### src/rtl/lvds_tx_pkg.sv
// Shared constants, state encoding and word framing for the LVDS transmit path.
// Framing forces sync pairs and clears control bits; I and Q payload bits pass through.
package lvds_tx_pkg;

  localparam int IQ_W          = 32;
  localparam int SYMS_PER_WORD = 16;
  localparam int PHASE_W       = $clog2(SYMS_PER_WORD);

  localparam logic [1:0] SYNC_I = 2'b10;
  localparam logic [1:0] SYNC_Q = 2'b01;

  localparam int SYNC_I_MSB = 31;
  localparam int CTRL_I_BIT = 16;
  localparam int SYNC_Q_MSB = 15;
  localparam int CTRL_Q_BIT = 0;

  localparam logic [PHASE_W-1:0] PULL_PHASE = PHASE_W'(SYMS_PER_WORD - 2);
  localparam logic [PHASE_W-1:0] LAST_PHASE = PHASE_W'(SYMS_PER_WORD - 1);

  typedef enum logic [1:0] {
    ST_IDLE = 2'd0,
    ST_LOAD = 2'd1,
    ST_TX   = 2'd2
  } tx_state_e;

  function automatic logic [IQ_W-1:0] frame_word(input logic [IQ_W-1:0] w);
    logic [IQ_W-1:0] f;
    f                  = w;
    f[SYNC_I_MSB -: 2] = SYNC_I;
    f[CTRL_I_BIT]      = 1'b0;
    f[SYNC_Q_MSB -: 2] = SYNC_Q;
    f[CTRL_Q_BIT]      = 1'b0;
    return f;
  endfunction

endpackage

### src/rtl/lvds_tx_iq_frame_shifter.sv
// Holds the framed word being serialised, MSB pair first, plus the symbol phase counter.
// Clear has priority over load, load over shift.
module iq_frame_shifter
  import lvds_tx_pkg::*;
(
  input  logic               i_ddr_clk,
  input  logic               i_rst_b,
  input  logic               i_load,
  input  logic               i_shift,
  input  logic               i_clear,
  input  logic [IQ_W-1:0]    i_data,
  output logic [1:0]         o_sym,
  output logic [PHASE_W-1:0] o_phase
);

  logic [IQ_W-1:0]    r_shift;
  logic [PHASE_W-1:0] r_phase;

  always_ff @(posedge i_ddr_clk or negedge i_rst_b) begin
    if (!i_rst_b) begin
      r_shift <= '0;
      r_phase <= '0;
    end else if (i_clear) begin
      r_shift <= '0;
      r_phase <= '0;
    end else if (i_load) begin
      r_shift <= frame_word(i_data);
      r_phase <= '0;
    end else if (i_shift) begin
      r_shift <= {r_shift[IQ_W-3:0], 2'b00};
      r_phase <= r_phase + PHASE_W'(1);
    end
  end

  // The output pair comes straight from the register, so it is glitch-free for the DDR cell.
  assign o_sym   = r_shift[IQ_W-1 -: 2];
  assign o_phase = r_phase;

endmodule

### src/rtl/lvds_tx.sv
// LVDS transmit control: FIFO handshake and IDLE/LOAD/TX sequencing around the frame shifter.
// The next word is pulled at phase 14 so it can be loaded at phase 15 without a gap.
module lvds_tx
  import lvds_tx_pkg::*;
(
  input  logic            i_ddr_clk,
  input  logic            i_rst_b,
  input  logic            i_tx_en,
  input  logic            i_fifo_empty,
  input  logic [IQ_W-1:0] i_fifo_data,
  output logic            o_fifo_pull,
  output logic [1:0]      o_ddr_data,
  output logic            o_busy,
  output logic            o_underrun,
  output logic [1:0]      o_debug_state
);

  tx_state_e          r_state;
  logic               r_pending;
  logic               r_underrun;
  logic [PHASE_W-1:0] w_phase;
  logic               w_can_pull;
  logic               w_at_pull;
  logic               w_at_last;
  logic               w_load;
  logic               w_clear;
  logic               w_shift;
  logic               w_bad_state;

  // Gating with i_rst_b keeps the strobe low throughout reset, not just after the first edge.
  assign w_can_pull  = i_rst_b && i_tx_en && !i_fifo_empty;
  assign w_at_pull   = (r_state == ST_TX) && (w_phase == PULL_PHASE);
  assign w_at_last   = (r_state == ST_TX) && (w_phase == LAST_PHASE);
  assign w_bad_state = (r_state != ST_IDLE) && (r_state != ST_LOAD) && (r_state != ST_TX);

  assign o_fifo_pull = w_can_pull && ((r_state == ST_IDLE) || w_at_pull);

  assign w_load  = (r_state == ST_LOAD) || (w_at_last && r_pending);
  assign w_clear = (w_at_last && !r_pending) || w_bad_state;
  assign w_shift = (r_state == ST_TX);

  always_ff @(posedge i_ddr_clk or negedge i_rst_b) begin
    if (!i_rst_b) begin
      r_state    <= ST_IDLE;
      r_pending  <= 1'b0;
      r_underrun <= 1'b0;
    end else begin
      r_underrun <= 1'b0;
      case (r_state)
        ST_IDLE: begin
          r_pending <= 1'b0;
          if (o_fifo_pull) r_state <= ST_LOAD;
        end
        ST_LOAD: r_state <= ST_TX;
        ST_TX: begin
          if (w_at_pull) begin
            r_pending  <= o_fifo_pull;
            // Enabled but starved at the pull slot: the word in flight is the last one.
            r_underrun <= i_tx_en && i_fifo_empty;
          end
          if (w_at_last) begin
            r_pending <= 1'b0;
            if (!r_pending) r_state <= ST_IDLE;
          end
        end
        default: begin
          r_state   <= ST_IDLE;
          r_pending <= 1'b0;
        end
      endcase
    end
  end

  iq_frame_shifter u_shifter (
    .i_ddr_clk (i_ddr_clk),
    .i_rst_b   (i_rst_b),
    .i_load    (w_load),
    .i_shift   (w_shift),
    .i_clear   (w_clear),
    .i_data    (i_fifo_data),
    .o_sym     (o_ddr_data),
    .o_phase   (w_phase)
  );

  assign o_busy        = (r_state == ST_LOAD) || (r_state == ST_TX);
  assign o_underrun    = r_underrun;
  assign o_debug_state = r_state;

endmodule

### config.mk
export PLATFORM = sky130hd
export DESIGN_NAME = lvds_tx
export DESIGN_NICKNAME = d
export VERILOG_FILES = /design/src/rtl/lvds_tx_pkg.sv /design/src/rtl/lvds_tx_iq_frame_shifter.sv /design/src/rtl/lvds_tx.sv
export SDC_FILE = /design/constraint.sdc
export NUM_CORES = 1
export LEC_CHECK = 0
export ABC_AREA = 1
export CORE_MARGIN = 4
export CORE_UTILIZATION = 45
export CTS_CLUSTER_SIZE = 20
export DETAILED_ROUTE_END_ITERATION = 7
export GPL_ROUTABILITY_DRIVEN = 0
export PLACE_DENSITY = 0.74
export SLEW_MARGIN = 20
export SYNTH_ARGS = -nofsm -noshare
export SYNTH_HDL_FRONTEND = slang
export SYNTH_SLANG_ARGS = --single-unit
### constraint.sdc
create_clock -name i_ddr_clk -period 1.41 [get_ports i_ddr_clk]
set_input_delay 0.423 -clock i_ddr_clk [delete_from_list [all_inputs] [get_ports i_ddr_clk]]
set_output_delay 0.423 -clock i_ddr_clk [all_outputs]
set_load 0.01 [all_outputs]
==> summary.md <==
| Metric | Value |
|---|---|
| Worst Setup Start Kind | `flop` |
| Finished Layout Cells | `428` |
| DRT Pass-1 Iters | `4` |
| Crit path from | `u_shifter.o_phase[0]` |
| P&R area growth vs syn | `56.18%` |
| Vias per cell | `4.974` |
| PortBufs | `36` |
| Outcome | `complete, but fails checks` |
| R2R Path Start | `u_shifter.o_phase[0]` |
| Seq/Total Area, Yosys | `44.44%` |
| Clk Latency, worst-skew pair | `300 ps` |
| Post-route worst setup slack | `-419.3 ps` |
| Max Clock Skew | `10.00 ps` |
| Initial antenna violation count | `0` |
| Initial core utilization | `46.49%` |
| First-pass GRT wire length | `10120 µm` |
| DIE HEIGHT | `77.86 µm` |
| CTS Root Cell | `clkbuf_8` |
| Placed insts | `398` |
| CP endpoint | `u_shifter.r_shift[28]` |
| Clock buffer depth | `2` |
| RSZ-0062 raised after global routing | `yes` |
| Sink Count | `39` |
| Worst slew pin tran | `511.0 ps` |
| Largest net degree at the start of global routing | `40` |
| CP Class | `reg2reg` |
| FF-to-FF setup slack | `-420 ps` |
| Avg WL per Cell | `15.29 µm` |
| Power per cell area | `2244 nW/µm²` |
| Seq cells post-synth | `39` |
| Commonest non-fill, non-tap cells in the layout | `102 x nand2_1, 37 x dfrtp_1, 33 x inv_1, 28 x clkdlybuf4s50_1, 27 x nand3_1` |
| Top Ports | `43` |
| Clk slew on worst S/H paths | `80 ps` |
| Worst min path class | `in2async` |
| Routed WL | `6542 µm` |
| FF-to-FF path depth | `13` |
| Core area | `4723 µm²` |
| CTS tree | `yes` |
| Number of global-route vias before repair | `2123` |
| Bufs and invs on worst path | `5` |
| Commonest non-fill, non-tap cell in the layout | `nand2_1` |
| DRT antenna net count | `0` |
| Hold Fails Final Rpt | `0` |
| P_leak | `1.769 nW` |
| Synth Instances | `284` |
| Vias | `2129` |
| Number of buffers created by CTS | `5` |
| Failing checks | `negative setup slack` |
| Delay of the slowest critical-path stage | `370 ps` |
| Layout Utilization | `72.61%` |
| Crit. path cell count | `13` |
| Mapped Nets | `328` |
| Total congestion overflow | `0` |
| Critical Path Fanout Max | `7` |
| Final setup vio count | `41` |
| Max-slew violations | `0` |
| DRC Markers | `0` |
| Chip Width | `77.86 µm` |
| DPL Wire Length | `3286 µm` |
| CP arrival | `2030 ps` |
| Starting DRT DRC Count | `116` |
| GRT Total Usage | `20.91%` |
| FILL cells | `331` |
| Max-cap violations | `0` |
| Post-layout minimum cycle time | `1829 ps` |
| Max IR drop VDD | `2119 µV` |
| R2r endpoint | `u_shifter.r_shift[28]` |
| Critical path, cell by cell | `buf_4 -> buf_6 -> ha_4 -> nand2_4 -> nor2_4 -> nand3_4 -> nand2_4 -> nor2_4 -> buf_4 -> buf_12 -> buf_16 -> nand3_1 -> nand2_1` |
| Crit path max-delay family | `simple AND/OR/NAND/NOR gates` |
| Syn. warnings | `0` |
| Mapped Avg Cell Area | `7.732 µm²` |
| Final period util | `129.7%` |
| # rows | `25` |
| Critical path endpoint category | `flop` |
| Htree depth | `2` |
| F_max | `546.7 MHz` |
| Layout cells sized above 1 | `25.76%` |
| Full die area | `6061 µm²` |
| CP required | `1610 ps` |
| CP max-delay cell | `dfrtp_1` |
| Nets | `404` |
| Synth cell types | `22` |
| Slew margin rel. | `65.94%` |
| Diodes inserted | `0` |
| Netlist Area Pre-Place | `2196 µm²` |
## registers in the layout, indices dropped and copies added (netlist names)
register,count
u_shifter.r_shift,31
u_shifter.o_phase,4
o_debug_state,2
o_underrun,1
r_pending,1
## Yosys cell counts (all sizes together)
master  count  area [µm²]
nor2        8       42.54
dfrtp      39       975.9
nand3b     25       187.7
xnor2       1       8.760
nand2     109       414.2
clkbuf      6       22.52
a21oi       2       10.01
inv        36       135.1
and3        1       6.260
o21ai       7       35.03
nand3      31       167.7
ha          8       100.1
buf         9       77.57
xor2        1       8.760
clkinv      1       3.750
## worst min path at each step
stage / start / to / slack (ps) / cells past startpoint
2_1_floorplan: i_rst_b / o_debug_state[0] / 130 / 0
3_3_place_gp: u_shifter.r_shift[4] / u_shifter.r_shift[4] / 450 / 2
3_5_place_dp: u_shifter.r_shift[19] / u_shifter.r_shift[19] / 450 / 2
4_1_cts: i_rst_b / u_shifter.r_shift[8] / 220 / 2
5_1_grt: i_rst_b / u_shifter.r_shift[8] / 250 / 2
6_report: i_rst_b / u_shifter.r_shift[8] / 200 / 2
## cell families after synthesis
family | after synthesis | share of synthesized area, %
and+or+nand+nor | 174 | 37.27
adders and majority gates | 8 | 4.559
AOI/OAI and AO/OA | 9 | 2.051
DFF | 39 | 44.44
xor gates and xnor gates | 2 | 0.7979
buffers and inverters | 52 | 10.88
## power breakdown
| part | internal, mW | switching (mW) | total [mW] |
|---|---|---|---|
| logic | 2.58 | 2.33 | 4.91 |
| registers | 1.58 | 0.254 | 1.83 |
| clock network | 0.527 | 0.429 | 0.956 |
## through the flow
stage | instance area [µm²] | setup TNS (ps) | hold WS, ps | power (mW) | setup WS [ps]
floorplan | 2237 | 0 | 127.4 | 3.900 | 5.065
global placement | 2815 | -5677 | 449.5 | 4.946 | -684.4
detailed placement | 2815 | -7100 | 453.6 | 5.029 | -695.5
CTS | 3259 | -9892 | 217.5 | 7.091 | -383.4
global route | 3430 | -15400 | 247.7 | 8.240 | -499.1
finish | 3430 | -12520 | 195.4 | 7.695 | -419.3
## repair_timing
item | CTS | global route
setup endpoints to repair | 44 | 45
pin swaps | 13 | 13
resized for setup | 58 | 24
gates cloned | 4 | 2
buffers inserted | 14 | 6
hold buffers | 0 | 0
## layer usage
layer	global-route usage [%]	wire, µm
met1	24.89	2581
met2	36.90	3449
met3	4.756	355
met5	0	0
met4	6.940	156
## layout make-up
class	instances	area, µm²	share of cell area [%]
multi-input cells	193	1167	34.04
flip-flops and latches	39	978.4	28.53
repair buffers	84	943.4	27.51
inverters	37	143.9	4.196
well taps	67	83.83	2.444
clock buffers	5	68.82	2.007
clock inverters	3	43.79	1.277
No activity file was read; power rests on OpenSTA's default activity.
